--- src/rtl/bcd_pkg.sv ---
// Shared constants, state encoding and helpers for the binary-to-BCD converter.
package bcd_pkg;

  localparam int DIGIT_W        = 4;
  localparam int BCD_ADJ_THRESH = 5;
  localparam int BCD_ADJ        = 3;

  typedef enum logic [1:0] {
    IDLE  = 2'b00,
    SHIFT = 2'b01,
    DONE  = 2'b10
  } state_t;

  // Largest value representable in the given number of BCD digits (10^digits - 1).
  function automatic int bcd_max(input int digits);
    int m;
    m = 1;
    for (int i = 0; i < digits; i++) begin
      m = m * 10;
    end
    return m - 1;
  endfunction

endpackage

--- src/rtl/bcd_add3_digit.sv ---
// Double-dabble digit correction: a BCD digit of 5 or more gets +3 before the left shift.
import bcd_pkg::*;

module bcd_add3_digit (
  input  logic [DIGIT_W-1:0] digit_in,
  output logic [DIGIT_W-1:0] digit_out
);

  always_comb begin
    digit_out = digit_in;
    if (digit_in >= DIGIT_W'(BCD_ADJ_THRESH)) begin
      digit_out = digit_in + DIGIT_W'(BCD_ADJ);
    end
  end

endmodule

--- src/rtl/bin_to_bcd_converter.sv ---
// Sequential shift-and-add-3 binary-to-BCD converter, one bit per clock, start/busy/done handshake.
// Optional BIN2BCD_SAT_EN: out-of-range operands saturate to all 9s and raise ovf.
import bcd_pkg::*;

module bin_to_bcd_converter #(
  parameter int BIN_W  = 14,
  parameter int DIGITS = 4
) (
  input  logic                      clk,
  input  logic                      rst_n,
  input  logic                      start,
  input  logic [BIN_W-1:0]          bin_in,
  output logic                      busy,
  output logic                      done,
  output logic [DIGIT_W*DIGITS-1:0] bcd_out,
  output logic                      ovf
);

  localparam int BCD_W       = DIGIT_W * DIGITS;
  localparam int WORK_DIGITS = DIGITS + 1;
  localparam int WORK_W      = DIGIT_W * WORK_DIGITS;
  localparam int CNT_W       = (BIN_W > 1) ? $clog2(BIN_W) : 1;

  state_t               state_q;
  state_t               state_d;
  logic [CNT_W-1:0]     cnt_q;
  logic [BIN_W-1:0]     shift_q;
  logic [BIN_W-1:0]     shift_next;
  logic [WORK_W-1:0]    work_q;
  logic [WORK_W-1:0]    work_adj;
  logic [WORK_W-1:0]    work_next;
  logic                 last_shift;
  logic                 unused_adj_msb;

  // Extra working digit absorbs out-of-range bits so they never disturb the kept digits.
  for (genvar g = 0; g < WORK_DIGITS; g++) begin : g_adj
    bcd_add3_digit u_add3 (
      .digit_in  (work_q[g*DIGIT_W +: DIGIT_W]),
      .digit_out (work_adj[g*DIGIT_W +: DIGIT_W])
    );
  end

  assign {work_next, shift_next} = {work_adj[WORK_W-2:0], shift_q, 1'b0};
  assign unused_adj_msb          = work_adj[WORK_W-1];
  assign last_shift              = (cnt_q == '0);

  assign busy = (state_q != IDLE);
  assign done = (state_q == DONE);

  always_ff @(posedge clk or negedge rst_n) begin
    if (!rst_n) begin
      state_q <= IDLE;
    end else begin
      state_q <= state_d;
    end
  end

  always_comb begin
    state_d = state_q;
    case (state_q)
      IDLE:    if (start) state_d = SHIFT;
      SHIFT:   if (last_shift) state_d = DONE;
      DONE:    state_d = IDLE;
      default: state_d = IDLE;
    endcase
  end

`ifdef BIN2BCD_SAT_EN
  localparam logic [31:0] BCD_MAX_U = 32'(bcd_max(DIGITS));

  logic ovf_pend_q;
  logic ovf_q;

  assign ovf = ovf_q;

  // Range is judged on the operand as captured; the shift register is consumed by the conversion.
  always_ff @(posedge clk or negedge rst_n) begin
    if (!rst_n) begin
      ovf_pend_q <= 1'b0;
      ovf_q      <= 1'b0;
    end else begin
      if (state_q == IDLE && start) begin
        ovf_pend_q <= (32'(bin_in) > BCD_MAX_U);
      end
      if (state_q == SHIFT && last_shift) begin
        ovf_q <= ovf_pend_q;
      end
    end
  end
`else
  assign ovf = 1'b0;
`endif

  // Capture in IDLE, one double-dabble step per SHIFT cycle, result latched on the last shift.
  always_ff @(posedge clk or negedge rst_n) begin
    if (!rst_n) begin
      cnt_q   <= '0;
      shift_q <= '0;
      work_q  <= '0;
      bcd_out <= '0;
    end else begin
      case (state_q)
        IDLE: begin
          if (start) begin
            shift_q <= bin_in;
            work_q  <= '0;
            cnt_q   <= CNT_W'(BIN_W - 1);
          end
        end
        SHIFT: begin
          shift_q <= shift_next;
          work_q  <= work_next;
          if (!last_shift) begin
            cnt_q <= cnt_q - 1'b1;
          end else begin
`ifdef BIN2BCD_SAT_EN
            bcd_out <= ovf_pend_q ? {DIGITS{4'h9}} : work_next[BCD_W-1:0];
`else
            bcd_out <= work_next[BCD_W-1:0];
`endif
          end
        end
        default: ;
      endcase
    end
  end

endmodule

--- config.mk ---
export PLATFORM = sky130hd
export DESIGN_NAME = bin_to_bcd_converter
export DESIGN_NICKNAME = d
export VERILOG_FILES = /design/src/rtl/bcd_pkg.sv /design/src/rtl/bcd_add3_digit.sv /design/src/rtl/bin_to_bcd_converter.sv
export SDC_FILE = /design/constraint.sdc
export NUM_CORES = 1
export LEC_CHECK = 0
export ABC_AREA = 0
export BUFFER_PORTS_ARGS = -buffer_cell sky130_fd_sc_hd__buf_2
export CAP_MARGIN = 0
export CORE_MARGIN = 1.5
export CORE_UTILIZATION = 60
export CTS_CLUSTER_SIZE = 25
export DETAILED_ROUTE_END_ITERATION = 6
export PLACE_DENSITY = 0.92
export SETUP_SLACK_MARGIN = 0.15
export SYNTH_ARGS = -nofsm -noshare
export SYNTH_HDL_FRONTEND = slang
export SYNTH_SLANG_ARGS = --single-unit
--- constraint.sdc ---
create_clock -name clk -period 3.25 [get_ports clk]
set_input_delay 0.4875 -clock clk [delete_from_list [all_inputs] [get_ports clk]]
set_output_delay 0.4875 -clock clk [all_outputs]
set_load 0.1 [all_outputs]
==> reports/qor.txt <==
Post-synth top cells = dfrtp_1, a21oi_1, nand2_1, o21ai_1, o21ai_0
Worst-path clk slew = 0.10 ns
CTS resizes = 0
Worst r2r path cells = 4
Post-route insts no fill = 331
Setup tns final = 0 ns
Cell with the most instances after synthesis = dfrtp_1
WP data required = 2.76 ns
Initial DRT Pass Iterations = 6
Reg-to-Reg Start = state_q[1]
Routed WL per cell = 15.51 um
Layout Nets = 306
EDFF count, synth = 0
Synth area leaders = dfrtp_1, ha_1, a21oi_1, mux2_4, a22oi_1
CTS root buffer = clkbuf_8
DIE AREA = 0.004807 mm^2
Inst Count DP = 323
Count of pins over their slew limit = 0
CP endpoint kind = output pin
Top Ports = 36
Yosys top cell area share = 49.29%
Gr ovfl total = 0
Die H = 69.33 um
Initial antenna violation count = 0
1st-iter DRT viols = 114
Port buffer count = 34
Main flop type after synthesis = dfrtp_1
Std cell rows = 23
Sink Count = 52
CTS HTree Levels = 2
Routed Antenna Nets = 0
Longest Clk Path Bufs = 2
Synthesis Warnings = 0
First-pass GRT wire length = 8838 um
Fraction of synthesis flops using an asynchronous set or reset pin = 100.0%
DP HPWL = 3411 um
Mean post-synth cell area = 10.56 um^2
Critical Path Start Type = flop
Share of layout cells above drive strength 1 = 22.06%
Seq cells post-synth = 52
R2R Setup Slk = 1.47 ns
RSZ-0062 raised after global routing = no
Number of global-route vias before repair = 1883
Finish-stage setup viols = 0
Synthesized net count = 276
Synthesis-to-finish area growth = 10.24%
CTS buffer count = 5
CP max FO = 19
Final Hold Viols = 0
DRT Wirelength = 5135 um
Setup Skew = 0.01360 ns
Initial core utilization = 64.15%
Buf/Inv on CP = 1
Die Wd = 69.33 um
Crit path cell chain = nor2b_1 -> buf_2
Worst-Skew Late Latency = 0.32 ns
Worst Tran Pin Value = 0.8002 ns
Tightest Hold Check Type = in -> async
Largest net degree at the start of global routing = 38
Final Critical Period = 2.175 ns
Mapped Area = 0.002640 mm^2
CTS tree = yes
Vias = 1935
CP Class = reg -> out
Overall Global Routing Usage = 23.02%
Relative slew slack = 46.65%
Reg-to-Reg End = cnt_q[2]
Vias per cell = 5.846
Placer Congestion = 0.8262
Drt drc = 0
N_diodes = 0
Status = complete, no violations
MaxCap Viol Count = 0
Setup Fix Bufs, Post-CTS = 0
WP data arrival = 1.69 ns
Final Cycle Share = 66.92%
Synth unique cells = 35
CP delay by family, top = flip-flops
Fmax = 459.8 MHz
Hold buffers post-CTS = 0
Largest stage delay, worst path = 0.74 ns
Core ar. = 0.004115 mm^2
Post-synthesis instance total = 250
Yosys top cell by area = dfrtp_1
Slowest CP cell = dfrtp_1
Sequential share of the synthesized area = 49.29%
## metal layers
metal / vias to the layer above / GRT usage, % / wire length, um
met5: - / 0 / 0
met4: 0 / 6.536 / 63
met3: 7 / 5.814 / 214
met2: 50 / 37.07 / 2496
met1: 941 / 31.05 / 2361
li1: 937 / - / -
## logic make-up (layout without fill, tap and decap cells)
family | count (synthesis) | after routing | share of synthesized area, %
other | 1 | 1 | 0.1420
flip-flops | 52 | 52 | 49.29
buffers and inverters | 24 | 55 | 5.118
multiplexers | 12 | 12 | 5.924
AO/OA/AOI/OAI | 85 | 85 | 19.72
XOR/XNOR | 4 | 4 | 1.327
adder cells (fa/ha/maj) | 9 | 9 | 4.265
AND/OR/NAND/NOR | 63 | 63 | 14.22
## cell type report
cell class | count | area, um^2
Clock buffer | 6 | 72.57
Tap cell | 50 | 62.56
Multi-Input combinational cell | 174 | 1204
Clock inverter | 2 | 38.79
Sequential cell | 52 | 1301
Inverter | 11 | 46.29
Fill cell | 316 | 1205
Timing Repair Buffer | 36 | 185.2
## worst max path at each step
stage	startpoint	endpoint	slack, ns	depth (start not counted)
2_1_floorplan	state_q[1]	done	0.66	3
4_1_cts	state_q[1]	done	1.07	2
3_3_place_gp	state_q[1]	done	1.43	2
3_5_place_dp	start	cnt_q[2]	1.38	5
5_1_grt	state_q[1]	done	0.96	2
6_report	state_q[1]	done	1.08	2
## placed cells by master, fill, tap and decap left out, drive strengths merged, types with 2 or more instances in the layout
| master | n |
|---|---|
| a31oi | 2 |
| mux2 | 8 |
| buf | 36 |
| a22o | 9 |
| mux2i | 4 |
| o21ai | 33 |
| nand3 | 5 |
| nor3b | 8 |
| clkbuf | 6 |
| inv | 11 |
| nor2b | 16 |
| a21oi | 25 |
| nand2b | 7 |
| xnor2 | 4 |
| a211oi | 2 |
| nor3 | 6 |
| ha | 9 |
| nand2 | 18 |
| dfrtp | 52 |
| a22oi | 13 |
## registers in the layout (all words and copies together), names as in the netlist
register / flops
shift_q: 14
cnt_q: 4
state_q: 2
bcd_out: 16
work_q: 16
## worst register-to-register path, cell delays in order (launching register included)
cell and delay [ns]:
dfrtp_1 0.62, nor2b_2 0.59, and2b_1 0.27, a211oi_1 0.07
a31oi_1 0.15
## metrics by stage
stage               worst slack, ns  hold slack (ns)  instance area [um^2]  utilization (%)
finish                        1.075           0.2463                  2910            70.72
detailed placement            1.379           0.4822                  2799            68.01
global route                 0.9627           0.3046                  2910            70.72
CTS                           1.073           0.2724                  2910            70.72
floorplan                    0.6618           0.1919                  2640                -
global placement              1.427           0.4621                  2799            68.01
Power is not shown: default switching activity piles up to over one toggle a cycle in this logic, so the estimate is an artifact.
